==> src/rtl/screen_pkg.sv <==
// Shared definitions for the HUB75 scan controller: state encoding, default
// geometry and the channel layout of a framebuffer word.
package screen_pkg;

    localparam int NUM_COLS_DEF = 64;
    localparam int ROW_BITS_DEF = 5;
    localparam int BITS_DEF     = 4;

    // Column field of the framebuffer address is always 6 bits wide.
    localparam int COL_BITS = 6;
    localparam int NUM_CHAN = 6;

    // Channel slots in a framebuffer word, counted from the LSB in units of BITS.
    localparam int FB_B1 = 0;
    localparam int FB_G1 = 1;
    localparam int FB_R1 = 2;
    localparam int FB_B0 = 3;
    localparam int FB_G0 = 4;
    localparam int FB_R0 = 5;

    typedef enum logic [2:0] {
        ST_IDLE,
        ST_SHIFT,
        ST_LATCH,
        ST_SHOW,
        ST_NEXT
    } scan_state_e;

endpackage

==> src/rtl/screen_tick_gen.sv <==
// Divides the system clock into a one-cycle tick every CLK_DIV cycles and a
// half flag CLK_DIV/2 cycles after each tick.
module screen_tick_gen #(
    parameter int CLK_DIV = 10
) (
    input  logic clk,
    input  logic reset,
    output logic tick,
    output logic half
);

    localparam int CNT_W = $clog2(CLK_DIV);

    logic [CNT_W-1:0] cnt_q;
    logic [CNT_W-1:0] cnt_d;

    assign tick = (cnt_q == CNT_W'(CLK_DIV - 1));
    assign half = (cnt_q == CNT_W'(CLK_DIV / 2 - 1));

    always_comb begin
        cnt_d = tick ? '0 : cnt_q + CNT_W'(1);
    end

    always_ff @(posedge clk or posedge reset) begin
        if (reset) begin
            cnt_q <= '0;
        end else begin
            cnt_q <= cnt_d;
        end
    end

endmodule

==> src/rtl/screen_scan_ctrl.sv <==
// HUB75 panel scan controller: fetches pixel pairs from a double-buffered
// framebuffer and drives shift/latch/blank/row timing with BCM bit-planes.
module screen_scan_ctrl
    import screen_pkg::*;
#(
    parameter int freq_hz    = 25000000,
    parameter int CLK_DIV    = 10,
    parameter int NUM_COLS   = NUM_COLS_DEF,
    parameter int ROW_BITS   = ROW_BITS_DEF,
    parameter int BITS       = BITS_DEF,
    parameter int BASE_TICKS = 8
) (
    input  logic                         clk,
    input  logic                         reset,
    input  logic                         enable,
    input  logic                         swap_req,
    output logic                         swap_ack,
    output logic                         front_buf,
    output logic [ROW_BITS+COL_BITS:0]   rd_addr,
    input  logic [NUM_CHAN*BITS-1:0]     rd_data,
    output logic                         clk_screen,
    output logic                         R0,
    output logic                         G0,
    output logic                         B0,
    output logic                         R1,
    output logic                         G1,
    output logic                         B1,
    output logic                         blank,
    output logic                         latch,
    output logic [ROW_BITS-1:0]          row,
    output logic                         frame_start
);

    localparam int PLANE_W  = (BITS > 1) ? $clog2(BITS) : 1;
    localparam int SHOW_MAX = BASE_TICKS << (BITS - 1);
    localparam int SHOW_W   = $clog2(SHOW_MAX + 1);

    localparam logic [COL_BITS:0]  COL_END    = (COL_BITS + 1)'(NUM_COLS);
    localparam logic [PLANE_W-1:0] PLANE_LAST = PLANE_W'(BITS - 1);

    if (CLK_DIV < 4 || (CLK_DIV % 2) != 0 || freq_hz < CLK_DIV) begin : g_bad_clk_div
        $error("screen_scan_ctrl: CLK_DIV must be even, >= 4 and not exceed freq_hz");
    end

    logic tick;
    logic half_tick;

    screen_tick_gen #(
        .CLK_DIV (CLK_DIV)
    ) u_tick_gen (
        .clk   (clk),
        .reset (reset),
        .tick  (tick),
        .half  (half_tick)
    );

    scan_state_e           state_q, state_d;
    logic [COL_BITS:0]     col_q, col_d;
    logic [PLANE_W-1:0]    plane_q, plane_d;
    logic [ROW_BITS-1:0]   row_q, row_d;
    logic                  front_q, front_d;
    logic [SHOW_W-1:0]     show_q, show_d;
    logic                  clk_scr_q, clk_scr_d;
    logic                  latch_q, latch_d;
    logic                  blank_q, blank_d;
    logic [NUM_CHAN-1:0]   rgb_q, rgb_d;
    logic                  swap_ack_q, swap_ack_d;
    logic                  frame_start_q, frame_start_d;

    logic [NUM_CHAN-1:0]   plane_bits;
    logic [SHOW_W-1:0]     show_len;

    // Pick the current bit-plane out of every colour channel of the fetched word.
    for (genvar c = 0; c < NUM_CHAN; c++) begin : g_chan
        logic [BITS-1:0] chan;
        assign chan          = rd_data[c*BITS +: BITS];
        assign plane_bits[c] = chan[plane_q];
    end

    assign show_len = SHOW_W'(BASE_TICKS) << plane_q;

    always_comb begin
        state_d       = state_q;
        col_d         = col_q;
        plane_d       = plane_q;
        row_d         = row_q;
        front_d       = front_q;
        show_d        = show_q;
        clk_scr_d     = clk_scr_q;
        latch_d       = latch_q;
        blank_d       = blank_q;
        rgb_d         = rgb_q;
        swap_ack_d    = 1'b0;
        frame_start_d = 1'b0;

        // Rising shift edge only once a column has actually been loaded.
        if (half_tick && state_q == ST_SHIFT && col_q != '0) begin
            clk_scr_d = 1'b1;
        end

        if (tick) begin
            unique case (state_q)
                ST_IDLE: begin
                    blank_d = 1'b1;
                    if (enable) begin
                        state_d       = ST_SHIFT;
                        col_d         = '0;
                        frame_start_d = (row_q == '0) && (plane_q == '0);
                    end
                end
                ST_SHIFT: begin
                    clk_scr_d = 1'b0;
                    if (col_q == COL_END) begin
                        state_d = ST_LATCH;
                        latch_d = 1'b1;
                        col_d   = '0;
                    end else begin
                        rgb_d = plane_bits;
                        col_d = col_q + (COL_BITS + 1)'(1);
                    end
                end
                ST_LATCH: begin
                    latch_d = 1'b0;
                    blank_d = 1'b0;
                    show_d  = '0;
                    state_d = ST_SHOW;
                end
                ST_SHOW: begin
                    if (show_q == show_len - SHOW_W'(1)) begin
                        blank_d = 1'b1;
                        state_d = ST_NEXT;
                    end else begin
                        show_d = show_q + SHOW_W'(1);
                    end
                end
                ST_NEXT: begin
                    col_d = '0;
                    if (plane_q != PLANE_LAST) begin
                        plane_d = plane_q + PLANE_W'(1);
                        state_d = ST_SHIFT;
                    end else begin
                        // Row boundary: the only point where enable and swap_req are honoured.
                        plane_d = '0;
                        row_d   = row_q + ROW_BITS'(1);
                        if (row_q == '1 && swap_req) begin
                            front_d    = ~front_q;
                            swap_ack_d = 1'b1;
                        end
                        if (enable) begin
                            state_d       = ST_SHIFT;
                            frame_start_d = (row_q == '1);
                        end else begin
                            state_d = ST_IDLE;
                        end
                    end
                end
                default: begin
                    state_d = ST_IDLE;
                end
            endcase
        end
    end

    always_ff @(posedge clk or posedge reset) begin
        if (reset) begin
            state_q       <= ST_IDLE;
            col_q         <= '0;
            plane_q       <= '0;
            row_q         <= '0;
            front_q       <= 1'b0;
            show_q        <= '0;
            clk_scr_q     <= 1'b0;
            latch_q       <= 1'b0;
            blank_q       <= 1'b1;
            rgb_q         <= '0;
            swap_ack_q    <= 1'b0;
            frame_start_q <= 1'b0;
        end else begin
            state_q       <= state_d;
            col_q         <= col_d;
            plane_q       <= plane_d;
            row_q         <= row_d;
            front_q       <= front_d;
            show_q        <= show_d;
            clk_scr_q     <= clk_scr_d;
            latch_q       <= latch_d;
            blank_q       <= blank_d;
            rgb_q         <= rgb_d;
            swap_ack_q    <= swap_ack_d;
            frame_start_q <= frame_start_d;
        end
    end

    assign rd_addr     = {front_q, row_q, col_q[COL_BITS-1:0]};
    assign front_buf   = front_q;
    assign swap_ack    = swap_ack_q;
    assign frame_start = frame_start_q;
    assign clk_screen  = clk_scr_q;
    assign blank       = blank_q;
    assign latch       = latch_q;
    assign row         = row_q;
    assign R0          = rgb_q[FB_R0];
    assign G0          = rgb_q[FB_G0];
    assign B0          = rgb_q[FB_B0];
    assign R1          = rgb_q[FB_R1];
    assign G1          = rgb_q[FB_G1];
    assign B1          = rgb_q[FB_B1];

endmodule

==> config.mk <==
export PLATFORM = sky130hd
export DESIGN_NAME = screen_scan_ctrl
export DESIGN_NICKNAME = d
export VERILOG_FILES = /design/src/rtl/screen_pkg.sv /design/src/rtl/screen_tick_gen.sv /design/src/rtl/screen_scan_ctrl.sv
export SDC_FILE = /design/constraint.sdc
export NUM_CORES = 1
export LEC_CHECK = 0
export ABC_AREA = 1
export CELL_PAD_IN_SITES_DETAIL_PLACEMENT = 0
export CELL_PAD_IN_SITES_GLOBAL_PLACEMENT = 2
export CORE_MARGIN = 5
export CORE_UTILIZATION = 28
export CTS_CLUSTER_DIAMETER = 80
export CTS_CLUSTER_SIZE = 30
export DETAILED_ROUTE_END_ITERATION = 12
export PLACE_DENSITY_LB_ADDON = 0.25
export SLEW_MARGIN = 10
export SYNTH_ARGS = -nofsm -noshare
export SYNTH_HDL_FRONTEND = slang
export SYNTH_SLANG_ARGS = --single-unit
==> constraint.sdc <==
create_clock -name clk -period 2.5 [get_ports clk]
set_clock_uncertainty 0.1 [all_clocks]
set_input_delay 0.5 -clock clk [delete_from_list [all_inputs] [get_ports clk]]
set_output_delay 0.5 -clock clk [all_outputs]
set_load 0.03 [all_outputs]
==> flow_summary.json <==
{
  "status": "finished clean",
  "crit_path_max_delay_cell_type": "sky130_fd_sc_hd__dfrtp_1",
  "met2_usage_pct": 20.1,
  "layout_common_cells": "sky130_fd_sc_hd__nand2_1 (67), sky130_fd_sc_hd__clkdlybuf4s50_1 (56), sky130_fd_sc_hd__nor2_1 (45), sky130_fd_sc_hd__dfrtp_1 (39), sky130_fd_sc_hd__inv_1 (31)",
  "min_path_cells": 2,
  "worst_hold_path_type": "flop to flop",
  "synth_top_cell_area_share_pct": 39.3,
  "clock-sinks": 40,
  "total_power_mw": 2.10,
  "post_synth_main_area_contributors": "sky130_fd_sc_hd__dfrtp_1 (39%), sky130_fd_sc_hd__nand2_1 (10%), sky130_fd_sc_hd__nor2_1 (6.8%)",
  "timing.hold.worst.start": "blank",
  "final-setup-viol-count": 0,
  "cts.path.max_buffers": 2,
  "globalplace.congestion": 0.766,
  "fp.dieH_um": 104,
  "clkLatencyLatePin_ns": 0.30,
  "cts_buffers": 5,
  "timing.max_cap.violations": 0,
  "hold-worst-slack_ns": 0.380,
  "ant_nets": 0,
  "worst_r2r_path_depth": 9,
  "finalHoldViolations": 0,
  "io-pin-count": 57,
  "grt.busiest_layer": "met2",
  "power_report.internal_total_mw": 1.25,
  "synthesis.nets": 360,
  "area_of_the_die_um2": 10900,
  "number_of_antenna_violations_at_the_first_check_in_global_routing": 0,
  "avgSynthCellArea_um2": 7.72,
  "regToRegStartpoint": "plane_q[1]",
  "crit_path_cell_trace": "inv_1 > ha_1 > xnor2_1 > nor2_1 > nand3_1 > nand2_2 > nand2_1 > nand2_1 > nand2_1",
  "power.switching_uw": 850,
  "post-route-util_pct": 36.9,
  "timing.critical_path.to_type": "flop",
  "end_of_the_worst_register_to_register_path": "state_q[1]",
  "timing.critical_path.buf_inv": 1,
  "remaining_drc_errors": 0,
  "power.density_cell_area_nw_per_um2": 658,
  "synth-seq-cells": 40,
  "pin_count_of_the_biggest_net_entering_global_routing": 41,
  "post_synth_inst_count": 322,
  "placement.setup.worst_slack_ns": 0.366,
  "core_outline_area_um2": 8680,
  "post_cts_hold_buffer_count": 0,
  "final.setup.tns_ns": 0,
  "detailedPlacementHpwl_um": 4950,
  "most_area_hungry_cell_type_in_the_yosys_netlist": "sky130_fd_sc_hd__dfrtp_1",
  "total_leakage_power_nw": 1.45,
  "yosysSeqAreaShare_pct": 40.3,
  "drive_above_1_share_pct": 8.00,
  "cts-root-buf": "sky130_fd_sc_hd__clkbuf_8",
  "fmax_achieved_ghz": 0.472,
  "timing.critical_path.mode_cell": "sky130_fd_sc_hd__nand2_1",
  "firstDrtPassIters": 4,
  "critical_path_required_ns": 2.60,
  "numPortBuffers": 56,
  "regToRegSetupSlack_ns": 0.38,
  "finalWirelength_um": 6510,
  "post_synth_instance_area_um2": 2480,
  "flow.area_growth_from_synthesis_pct": 28.8,
  "cts_tree": "yes",
  "drtIter0Drc": 44,
  "postCtsResizedCells": 0,
  "grt_usage_pct": 12.5,
  "worst_ep_arrival_time_ns": 2.22,
  "sequentialPowerShare_pct": 38.2,
  "global_route.usage.met1_pct": 16.2,
  "power.share.switching_pct": 40.4,
  "power.clock.fraction_pct": 22.5,
  "grt_pass1_vias": 2276,
  "vias": 2224,
  "comb_power_share_pct": 39.2,
  "final.period_utilization_pct": 84.8,
  "yosysWarnings": 0,
  "cts.reportedPaths.clkPinSlew_ns": 0.08,
  "critPathMaxStageDelay_ns": 0.51,
  "min_to": "blank",
  "synthDistinctLibCells": 30,
  "route.detailed.vias_per_inst": 4.60,
  "unrepaired_setup_endpoints_after_global_routing": "no",
  "cp_top_family": "simple AND/OR/NAND/NOR gates",
  "timing_worst_slew_pin_value_ns": 0.545,
  "vdd_ir_drop_max_v": 0.000356,
  "final.min_clock_period_ns": 2.12,
  "met3_usage_pct": 3.41,
  "fp.dieW_um": 104,
  "criticalPathCategory": "flop to flop",
  "htree_num_levels": 2,
  "post-cts-setup-buffer-count": 0,
  "grt_pass1_wl_um": 11200,
  "routed_wire_length_per_instance_um": 13.5,
  "worst_slack_ns": 0.381,
  "initial_utilization_pct": 28.6,
  "cp-start-kind": "flop",
  "design.final.nets": 412,
  "slew_violations": 0,
  "antenna_cells_inserted": 0,
  "max_slew_headroom_pct": 63.7,
  "placementRows": 34,
  "layout.cells.most_common": "sky130_fd_sc_hd__nand2_1",
  "gr-total-overflow": 0,
  "cp_max_fo": 9
}
## cell usage after synthesis
cell type	instances
sky130_fd_sc_hd__nor3_1	3
sky130_fd_sc_hd__o22ai_1	6
sky130_fd_sc_hd__clkbuf_1	2
sky130_fd_sc_hd__dfrtp_1	39
sky130_fd_sc_hd__nand2_1	67
sky130_fd_sc_hd__xnor2_1	1
sky130_fd_sc_hd__buf_4	12
sky130_fd_sc_hd__o21ai_0	23
sky130_fd_sc_hd__nand4_4	2
sky130_fd_sc_hd__nor2_2	1
sky130_fd_sc_hd__ha_1	10
sky130_fd_sc_hd__o21ai_1	2
sky130_fd_sc_hd__dfstp_2	1
sky130_fd_sc_hd__nand2_2	5
sky130_fd_sc_hd__xor2_1	8
sky130_fd_sc_hd__nand2_4	1
sky130_fd_sc_hd__inv_2	3
sky130_fd_sc_hd__a21oi_2	1
sky130_fd_sc_hd__clkinv_2	1
sky130_fd_sc_hd__a31oi_1	1
sky130_fd_sc_hd__nor2_4	3
sky130_fd_sc_hd__nor4_1	1
sky130_fd_sc_hd__nand3_1	30
sky130_fd_sc_hd__nor2_1	45
sky130_fd_sc_hd__nand4_1	8
sky130_fd_sc_hd__a21oi_1	12
sky130_fd_sc_hd__nor3_4	1
sky130_fd_sc_hd__nor2_8	1
sky130_fd_sc_hd__a211oi_1	1
sky130_fd_sc_hd__inv_1	31
## power groups by stage
| stage | sequential, mW | clock, mW | combinational, mW |
|---|---|---|---|
| 6_report | 0.804 | 0.474 | 0.826 |
| 5_1_grt | 0.816 | 0.524 | 0.920 |
| 4_1_cts | 0.806 | 0.486 | 0.840 |
| 3_5_place_dp | 0.817 | 0 | 0.837 |
| 3_3_place_gp | 0.819 | 0 | 0.837 |
| 2_1_floorplan | 0.872 | 0 | 0.511 |
## sequential cells by signal, indices dropped and copies added, names as in the netlist
| register | flops |
|---|---|
| blank | 1 |
| clk_screen | 1 |
| col_q | 7 |
| frame_start | 1 |
| front_buf | 1 |
| latch | 1 |
| plane_q | 2 |
| rgb_q | 6 |
| row | 5 |
| show_q | 7 |
| state_q | 3 |
| swap_ack | 1 |
| u_tick_gen.cnt_q | 4 |
## routing by layer
layer | wire length, µm | share of wire (%)
met5 | 0 | 0
met4 | 116 | 1.8
met3 | 342 | 5.3
met2 | 3000 | 46
met1 | 3050 | 47
## cells by family (layout without fill, tap and decap cells)
| group | Yosys count | count (layout) | share of synthesized area, % |
|---|---|---|---|
| xor+xnor | 9 | 9 | 3.17 |
| fa+ha+maj | 10 | 10 | 5.04 |
| compound gates | 46 | 46 | 9.87 |
| flops | 40 | 40 | 40.3 |
| buf+inv | 49 | 102 | 9.26 |
| simple gates | 168 | 168 | 32.3 |
## worst register-to-register path: stages, from the launching register on
cell and delay, ns:
sky130_fd_sc_hd__dfrtp_1 0.51, sky130_fd_sc_hd__inv_1 0.21, sky130_fd_sc_hd__ha_1 0.29, sky130_fd_sc_hd__xnor2_1 0.15, sky130_fd_sc_hd__nor2_1 0.22, sky130_fd_sc_hd__nand3_1 0.18, sky130_fd_sc_hd__nand2_2 0.15, sky130_fd_sc_hd__nand2_1 0.10
sky130_fd_sc_hd__nand2_1 0.07, sky130_fd_sc_hd__nand2_1 0.05
## metrics by stage
stage                     std cells  instance area (µm²)
final                           483                 3200
after global routing            483                 3200
after CTS                       483                 3200
after detailed placement        475                 3110
after global placement          475                 3110
after floorplan                 322                 2480
## cell type report
| type | instances | area [µm²] |
|---|---|---|
| fillers | 941 | 5480 |
| clock buffers | 7 | 86.3 |
| multi-input cells | 233 | 1250 |
| clock inverters | 1 | 7.51 |
| well taps | 108 | 135 |
| flip-flops and latches | 40 | 1000 |
| repair buffers | 59 | 583 |
| inverters | 35 | 133 |
## worst max path at each step
stage	startpoint	endpoint	slack, ns	depth (start not counted)
finish	plane_q[1]	state_q[1]	0.38	9
global route	plane_q[1]	state_q[1]	0.13	11
floorplan	plane_q[0]	state_q[1]	0.50	10
global placement	plane_q[1]	state_q[2]	0.38	9
detailed placement	plane_q[1]	state_q[1]	0.37	9
CTS	plane_q[1]	state_q[0]	0.34	9
(Power assumes the default switching activity.)
